File: src/rtl/reaction_pkg.sv
`default_nettype none
// ============================================================================
// Module : reaction_pkg
// Brief  : Shared FSM states, status codes and LFSR constants for reaction_ctrl.
// Rev    : 1.0  initial release
// ============================================================================
package reaction_pkg;

    typedef enum logic [2:0] {
        ST_IDLE = 3'd0,
        ST_ARM  = 3'd1,
        ST_WAIT = 3'd2,
        ST_GO   = 3'd3,
        ST_DONE = 3'd4
    } state_t;

    localparam logic [1:0]  c_STATUS_OK      = 2'b00;
    localparam logic [1:0]  c_STATUS_FALSE   = 2'b01;
    localparam logic [1:0]  c_STATUS_TIMEOUT = 2'b10;

    localparam logic [31:0] c_LFSR_SEED = 32'hACE1_2468;
    localparam logic [31:0] c_LFSR_POLY = 32'h8020_0003;

endpackage
`default_nettype wire

File: src/rtl/reaction_lfsr.sv
`default_nettype none
// ============================================================================
// Module : reaction_lfsr
// Brief  : 32-bit right-shifting Galois LFSR, free-running every cycle.
// Rev    : 1.0  initial release
// ============================================================================
module reaction_lfsr (
    input  logic        clk,
    input  logic        rst,
    output logic [31:0] q
);
    import reaction_pkg::*;

    logic [31:0] r_lfsr;

    // A non-zero seed keeps the register out of the all-zero lock-up state.
    always_ff @(posedge clk or posedge rst) begin
        if (rst) begin
            r_lfsr <= c_LFSR_SEED;
        end else begin
            r_lfsr <= {1'b0, r_lfsr[31:1]} ^ (r_lfsr[0] ? c_LFSR_POLY : 32'd0);
        end
    end

    assign q = r_lfsr;

endmodule
`default_nettype wire

File: src/rtl/reaction_ctrl.sv
`default_nettype none
// ============================================================================
// Module : reaction_ctrl
// Brief  : Reaction-time trial controller; optional best-time tracking is
//          enabled by defining REACTION_CTRL_BEST_EN.
// Rev    : 1.0  initial release
// ============================================================================
module reaction_ctrl #(
    parameter logic [31:0] MIN_WAIT_CYC = 32'd50_000_000,
    parameter int unsigned RAND_W       = 26,
    parameter logic [31:0] TIMEOUT_CYC  = 32'd200_000_000
) (
    input  logic        clk,
    input  logic        rst,
    input  logic        start,
    input  logic        btn,
    input  logic [31:0] timer_val,
    output logic        timer_en,
    output logic        timer_clr,
    output logic        stim_led,
    output logic        busy,
    output logic [31:0] result,
    output logic [1:0]  status,
    output logic        result_valid,
    output logic [31:0] best_time
);
    import reaction_pkg::*;

    localparam logic [31:0] c_RAND_MASK =
        (RAND_W == 0) ? 32'd0 : (32'hFFFF_FFFF >> (32 - RAND_W));

    state_t      r_state;
    state_t      w_state_nxt;
    logic        r_btn_prev;
    logic        w_press;
    logic        w_timeout;
    logic [31:0] w_lfsr;
    logic [31:0] r_wait_cnt;
    logic [31:0] r_result;
    logic [1:0]  r_status;

    reaction_lfsr u_lfsr (
        .clk (clk),
        .rst (rst),
        .q   (w_lfsr)
    );

    assign w_press   = btn & ~r_btn_prev;
    assign w_timeout = (timer_val >= TIMEOUT_CYC);

    always_ff @(posedge clk or posedge rst) begin
        if (rst) begin
            r_state    <= ST_IDLE;
            r_btn_prev <= 1'b0;
        end else begin
            r_state    <= w_state_nxt;
            r_btn_prev <= btn;
        end
    end

    always_comb begin
        w_state_nxt  = r_state;
        timer_en     = 1'b0;
        timer_clr    = 1'b0;
        stim_led     = 1'b0;
        busy         = 1'b1;
        result_valid = 1'b0;
        case (r_state)
            ST_IDLE: begin
                busy = 1'b0;
                if (start) w_state_nxt = ST_ARM;
            end
            ST_ARM: begin
                timer_clr   = 1'b1;
                w_state_nxt = ST_WAIT;
            end
            // Leaving on a count of one means GO starts as the counter hits zero.
            ST_WAIT: begin
                if (w_press)                 w_state_nxt = ST_DONE;
                else if (r_wait_cnt == 32'd1) w_state_nxt = ST_GO;
            end
            ST_GO: begin
                stim_led = 1'b1;
                timer_en = 1'b1;
                if (w_press || w_timeout) w_state_nxt = ST_DONE;
            end
            ST_DONE: begin
                result_valid = 1'b1;
                w_state_nxt  = ST_IDLE;
            end
            default: w_state_nxt = ST_IDLE;
        endcase
    end

    always_ff @(posedge clk or posedge rst) begin
        if (rst) begin
            r_wait_cnt <= 32'd0;
            r_result   <= 32'd0;
            r_status   <= c_STATUS_OK;
        end else begin
            case (r_state)
                ST_ARM: r_wait_cnt <= MIN_WAIT_CYC + (w_lfsr & c_RAND_MASK);
                ST_WAIT: begin
                    r_wait_cnt <= r_wait_cnt - 32'd1;
                    if (w_press) begin
                        r_result <= 32'd0;
                        r_status <= c_STATUS_FALSE;
                    end
                end
                // A press wins over a timeout landing in the same cycle.
                ST_GO: begin
                    if (w_press) begin
                        r_result <= timer_val;
                        r_status <= c_STATUS_OK;
                    end else if (w_timeout) begin
                        r_result <= timer_val;
                        r_status <= c_STATUS_TIMEOUT;
                    end
                end
                default: ;
            endcase
        end
    end

    assign result = r_result;
    assign status = r_status;

`ifdef REACTION_CTRL_BEST_EN
    logic [31:0] r_best;

    always_ff @(posedge clk or posedge rst) begin
        if (rst) begin
            r_best <= 32'hFFFF_FFFF;
        end else if (r_state == ST_DONE && r_status == c_STATUS_OK && r_result < r_best) begin
            r_best <= r_result;
        end
    end

    assign best_time = r_best;
`else
    assign best_time = 32'hFFFF_FFFF;
`endif

endmodule
`default_nettype wire

File: config.mk
export PLATFORM = sky130hd
export DESIGN_NAME = reaction_ctrl
export DESIGN_NICKNAME = d
export VERILOG_FILES = /design/src/rtl/reaction_pkg.sv /design/src/rtl/reaction_lfsr.sv /design/src/rtl/reaction_ctrl.sv
export SDC_FILE = /design/constraint.sdc
export NUM_CORES = 1
export LEC_CHECK = 0
export BUFFER_PORTS_ARGS = -buffer_cell sky130_fd_sc_hd__buf_2
export CAP_MARGIN = 20
export CORE_UTILIZATION = 55
export CTS_BUF_LIST = sky130_fd_sc_hd__clkbuf_2
export DETAILED_ROUTE_END_ITERATION = 10
export PLACE_DENSITY = 0.86
export SLEW_MARGIN = 20
export SYNTH_ARGS = -nofsm -noshare
export SYNTH_HDL_FRONTEND = slang
export SYNTH_SLANG_ARGS = --single-unit
File: constraint.sdc
create_clock -name clk -period 4.8 [get_ports clk]
set_input_delay 0.96 -clock clk [delete_from_list [all_inputs] [get_ports clk]]
set_output_delay 0.96 -clock clk [all_outputs]
set_load 0.02 [all_outputs]
-- Word level (Yosys, flattened, before mapping)
Index checks and enable logic that the tools add are counted.
W data, S select, Z words.
- add/subtract/negate cells: 2
- $lt $le $gt $ge: 1
- eq/ne operators: 10
- multiplexer cells: 19
- bitwise gates (word level): 3
- reduce and logical (&&, ||, !) cells: 6
- operator list (kind ; number):
    $mux W32 ; 4
    $pmux W32 S2 ; 2
    $eq A32 B1 Y1 const B ; 1
    $ge A32 B28 Y1 const B ; 1
    $sub A32 B1 Y32 const B ; 1
    $xor A31 B32 Y32 ; 1
    $add A26 B26 Y27 const A ; 1
    $mux W3 ; 4
    $pmux W3 S4 ; 1
    $eq A3 B2 Y1 const B ; 2
    $mux W2 ; 3
    $ne A2 B2 Y1 const B ; 3
    $ne A3 B3 Y1 const B ; 2
    $reduce_and A3 Y1 ; 2
    $mux W1 ; 4
    $pmux W2 S2 ; 1
    $reduce_bool A2 Y1 ; 2
    $eq A3 B1 Y1 const B ; 1
    $eq A3 B3 Y1 const B ; 1
    $logic_not A3 Y1 ; 1
    $and A1 B1 Y1 ; 1
    $logic_or A1 B1 Y1 ; 1
    $not A1 Y1 ; 1
- bits in registers: 102
- input bits: 36
- output and inout port bits: 71
- logic and storage cells: 47

-- Depth between registers and ports, before layout
- depth in word-level cells: 5
- mapped depth: 7
- depth with buffers taken out: 7

-- By module
A second synthesis with hierarchy kept.
- cell total of the unflattened synthesis: 454
- area total of the unflattened synthesis: 4858.4 µm²
- by module, submodules not included (module ; times used ; cells an instance ; area each (µm²) ; seq. area each (µm²)):
    reaction_ctrl ; 1 ; 418 ; 4011.3 ; 1751.7
    reaction_lfsr ; 1 ; 36 ; 847.1 ; 817.0

-- Worst setup path before layout
OpenSTA, ideal clock, no wires.
- path type: input -> register
- from: input timer_val[30]
- to: register r_result[17] (netlist: result[17])
- library setup time: 67 ps
- data arrival time: 2525 ps
- data required time: 4733 ps
- path slack: 2208 ps
- stages: 7
- path buffers: 1
- path through: or4_1 -> a211oi_1 -> and3_1 -> o21ai_1 -> o211ai_2 -> buf_2 -> a22o_1
- word-level cells in the longest chain between the ends: 3
- RTL lines (element ; RTL line ; RTL):
    start: declaration ; reaction_ctrl.sv:17 ; input logic [31:0] timer_val,
    $ge A32 B28 Y1 ; reaction_ctrl.sv:49 ; assign w_timeout = (timer_val >= TIMEOUT_CYC);
    $ne A3 B3 Y1 (no source line) ; -- ;
    $reduce_and A3 Y1 (no source line) ; -- ;
    end signal: assignment ; reaction_ctrl.sv:113 ; r_result <= timer_val;
    end signal: assignment ; reaction_ctrl.sv:116 ; r_result <= timer_val;
    end: declaration ; reaction_ctrl.sv:39 ; logic [31:0] r_result;
No other way between the ends.
A chain may end at the register's enable or synchronous reset.

-- Final worst setup path
- from: register r_state[2]
- to: output timer_clr
- word-level cells in the longest chain between the ends: 2
- RTL lines (element ; RTL line ; RTL):
    start: declaration ; reaction_ctrl.sv:32 ; state_t r_state;
    start signal: assignment ; reaction_ctrl.sv:56 ; r_state <= w_state_nxt;
    $eq A3 B1 Y1 ; reaction_ctrl.sv:68 ; case (r_state)
    $mux W1 ; reaction_ctrl.sv:68 ;
    end: declaration ; reaction_ctrl.sv:19 ; output logic timer_clr,
No other way between the ends.

==> impl_summary.txt <==
----------------------------------------------------
[Run status]
  Outcome ... complete, no violations

[Timing]
  Setup TNS after final layout ... 0 ps
  Setup skew after layout ... around 47 ps
  Final worst-path cycle share ... 71.7%
  Worst Max-Slew Pin Slew ... about 820 ps
  Final Hold Slack ... around 380 ps
  Highest attainable clock frequency ... 291 MHz
  Number of slew-limit violations in the final report ... 0
  Minimum clock period ... 3440 ps
  Max-slew headroom at the worst pin ... 45.3%
  Total setup violations reported at the end of the flow ... 0
  Endpoints failing hold ... 0
  Unrepaired setup endpoints after global routing ... no

[Floorplan]
  Count of standard-cell rows ... 33
  Ports ... 107
  Floorplan core area ... just over 8000 um2
  Width of the die ... roughly 94 um
  Die ar. ... 8920 um2
  Initial Util ... between 50% and 60%
  Vertical die dimension ... 94.4 um

[Clock tree]
  Library cell used as clock root buffer ... sky130_fd_sc_hd__clkbuf_2
  Clock tree from TritonCTS ... done
  Number of setup buffers added after CTS ... 0
  Clock input transition at the sequential cells of the worst setup and hold paths ... 290 ps
  Hold buffers post-CTS ... 0
  Number of buffers created by CTS ... 9
  Clock latency on the worst-skew pair ... about 590 ps
  Clock sinks ... 102
  Clock Path Buffers ... 2
  Number of H-tree branching levels ... 3
  Cts repair resizes ... 0

[Route]
  DR vias ... 3559
  Drc violations ... 0
  Wire per inst ... 16.1 um
  Total length of routed wires ... 9.70 mm
  Drt via density ... 5.92
  Initial DRT Pass Iterations ... 5
  Number of violations reported at the end of detailed-routing iteration 0 ... 290
  Post-route antenna net violation count ... 0

[Finish]
  Number of antenna repair diodes ... 0
  Commonest non-fill, non-tap cell in the layout ... sky130_fd_sc_hd__dfrtp_1
  Most frequent cells in the layout ... 89 x sky130_fd_sc_hd__dfrtp_1, 74 x sky130_fd_sc_hd__buf_2, 33 x sky130_fd_sc_hd__a22o_1
  Filler instances ... between 600 and 700
  Fraction of final layout cells sized beyond drive strength 1 ... 25.0%
  Final-stage net count ... 530
  Fin area ... approximately 5200 um2
  P&R area growth vs syn ... 10.0%

[Critical path]
  Reg2Reg Capture Point ... r_wait_cnt[22]$_DFFE_PP0P_
  Path depth of the worst reg2reg path ... 6
  Worst Path Class, Setup ... flop to output port
  Critical path required time ... 3840 ps
  Reg-to-reg slack, setup ... 2270 ps
  Category of the worst setup path launch point ... flop
  R2r startpoint ... r_wait_cnt[9]$_DFFE_PP0P_
  Worst endpoint data arrival time ... 2480 ps
  Maximum net fanout on the critical path ... 33
  Crit. End Element ... output port

[Synthesis]
  Post-synth EDFFs ... 0
  Most used flip-flop cell after synthesis ... sky130_fd_sc_hd__dfrtp_1
  Async SR Flop Fraction ... 100%
  Distinct cells, synth ... 61
  Register bit count reported by yosys ... between 100 and 150
  Sequential-to-total area share from yosys stat ... 54.7%
  Post-Synthesis Cell Area ... approximately 4700 um2
  Warnings from Yosys ... 0
  Post-synthesis cell count ... 417
  Syn_area_per_cell ... 11.3 um2

[Place]
  Post-detail-place hpwl ... 6.70 mm
  Port Buffer Count ... 74
  Final weighted congestion in routability-driven placement ... between 0.8 and 0.9
  Post-place instance area ... approximately 5100 um2

[Worst hold path]
  Hold Path Sink ... u_lfsr.q[26]$_DFF_PP1_
  Hold WC Path Type ... flop to flop
  Number of stages on the worst hold path ... 0
  Startpoint of the most critical hold path ... u_lfsr.q[27]$_DFF_PP1_

[GRT]
  Global-route usage over all layers ... 22.5%
  Wire length of the first global-routing pass ... 15.7 mm
  Total gr overflow ... 0
  Largest net degree at the start of global routing ... 70
  Number of global-route vias before repair ... around 3300
  Number of antenna violations at the first check in global routing ... 0

[Power]
  Reported leakage power ... approximately 2.5 nW
  Maximum resistive drop on vdd ... 0.193 mV
  Total power density per cell area ... 519 nW/um2

[Job]
  Max-cap violation count ... 0

----------------------------------------------------
[how the worst max path moves through the flow]
stage | to | slack (ps) | start | depth (start not counted)
after global placement | result[2]$_DFFE_PP0P_ | 1930 | timer_val[30] | 8
final | timer_clr | 1360 | r_state[2]$_DFFE_PP0P_ | 5
after CTS | timer_clr | 1380 | r_state[2]$_DFFE_PP0P_ | 5
after detailed placement | result[7]$_DFFE_PP0P_ | 1780 | timer_val[30] | 8
after global routing | timer_clr | 1200 | r_state[2]$_DFFE_PP0P_ | 5
after floorplan | r_btn_prev$_DFF_PP0_ | 1190 | rst | 1
[state kept, by name, indices dropped and copies added, names as in the netlist]
signal	cells
u_lfsr.q	32
result	32
status	2
r_wait_cnt	32
r_btn_prev	1
r_state	3
[Yosys cell counts (3+ instances only)]
cell                       count  area share (%)
sky130_fd_sc_hd__or3_1         4            0.53
sky130_fd_sc_hd__nor3_1       12             1.3
sky130_fd_sc_hd__nand3b_1      3            0.48
sky130_fd_sc_hd__xor2_1        8             1.5
sky130_fd_sc_hd__and3_1        3            0.40
sky130_fd_sc_hd__o211ai_1     10             1.6
sky130_fd_sc_hd__a211oi_1      7             1.1
sky130_fd_sc_hd__o21ai_0      10             1.1
sky130_fd_sc_hd__nand2_1      26             2.1
sky130_fd_sc_hd__nor2_1       24             1.9
sky130_fd_sc_hd__nor4_1        9             1.2
sky130_fd_sc_hd__xnor2_1       9             1.7
sky130_fd_sc_hd__nand2b_1      3            0.40
sky130_fd_sc_hd__nand4_1       3            0.40
sky130_fd_sc_hd__or4_1         4            0.64
sky130_fd_sc_hd__nand3_1       9            0.96
sky130_fd_sc_hd__dfrtp_1      89              47
sky130_fd_sc_hd__buf_2         3            0.32
sky130_fd_sc_hd__nor2b_1       4            0.53
sky130_fd_sc_hd__nor3b_1       3            0.48
sky130_fd_sc_hd__buf_4        33             5.3
sky130_fd_sc_hd__ha_1          3            0.80
sky130_fd_sc_hd__a21boi_0      3            0.48
sky130_fd_sc_hd__a221oi_1      3            0.56
sky130_fd_sc_hd__dfstp_2      13             7.3
sky130_fd_sc_hd__o311ai_0      6             1.1
sky130_fd_sc_hd__mux2i_1       3            0.64
sky130_fd_sc_hd__a22o_1       33             6.2
sky130_fd_sc_hd__inv_1         8            0.64
sky130_fd_sc_hd__a21oi_1      17             1.8
sky130_fd_sc_hd__clkbuf_1     11            0.88
[cells by family (layout without fill, tap and decap cells)]
logic type | after synthesis | after routing | share of synthesized area [%]
AO/OA/AOI/OAI | 111 | 111 | 18.0
adder cells (fa/ha/maj) | 3 | 3 | 0.799
buffers and inverters | 56 | 104 | 7.19
AND/OR/NAND/NOR | 122 | 122 | 15.0
XOR/XNOR | 17 | 17 | 3.17
other | 1 | 32 | 0.0798
multiplexers | 5 | 5 | 1.12
flip-flops | 102 | 102 | 54.7
[through the flow]
| stage | total power [mW] | setup WS [ps] | utilization [%] | cells |
|---|---|---|---|---|
| after floorplan | 1.99 | 1190 | - | 448 |
| after global placement | 2.25 | 1930 | 61.2 | 585 |
| after detailed placement | 2.29 | 1780 | 61.2 | 585 |
| after CTS | 2.68 | 1380 | 62.6 | 601 |
| after global routing | 2.84 | 1200 | 62.6 | 601 |
| final | 2.68 | 1360 | 62.6 | 601 |
[critical path: stages, from the launching register on]
cell and delay [ps]:
sky130_fd_sc_hd__dfrtp_1 490, sky130_fd_sc_hd__nor2_1 70, sky130_fd_sc_hd__nand2_1 70, sky130_fd_sc_hd__buf_4 340, sky130_fd_sc_hd__clkinv_1 580, sky130_fd_sc_hd__buf_2 360
[metal layers]
metal	wire [um]	share of wire [%]	global-route usage (%)
met1	4240	44	30.8
met2	4800	49	35.7
met3	459	4.7	4.03
met4	204	2.1	9.10
met5	0	0	0
[final cells by class]
type / instances / area, um2 / share of cell area (%)
tap: 105 / 131 / 2.54
multi-input combinational: 290 / 1910 / 36.9
timing repair buffer: 79 / 408 / 7.89
clock buffer: 9 / 45.0 / 0.871
sequential: 102 / 2570 / 49.7
clock inverter: 7 / 71.3 / 1.38
inverter: 9 / 36.3 / 0.702
[power breakdown]
part | leakage (nW) | switching [mW] | internal (mW) | total, mW
Combinational | 1.13 | 0.662 | 0.397 | 1.06
Clock | 0.0700 | 0.309 | 0.0824 | 0.391
Sequential | 1.27 | 0.162 | 1.07 | 1.23
No activity file was read; power rests on OpenSTA's default activity.
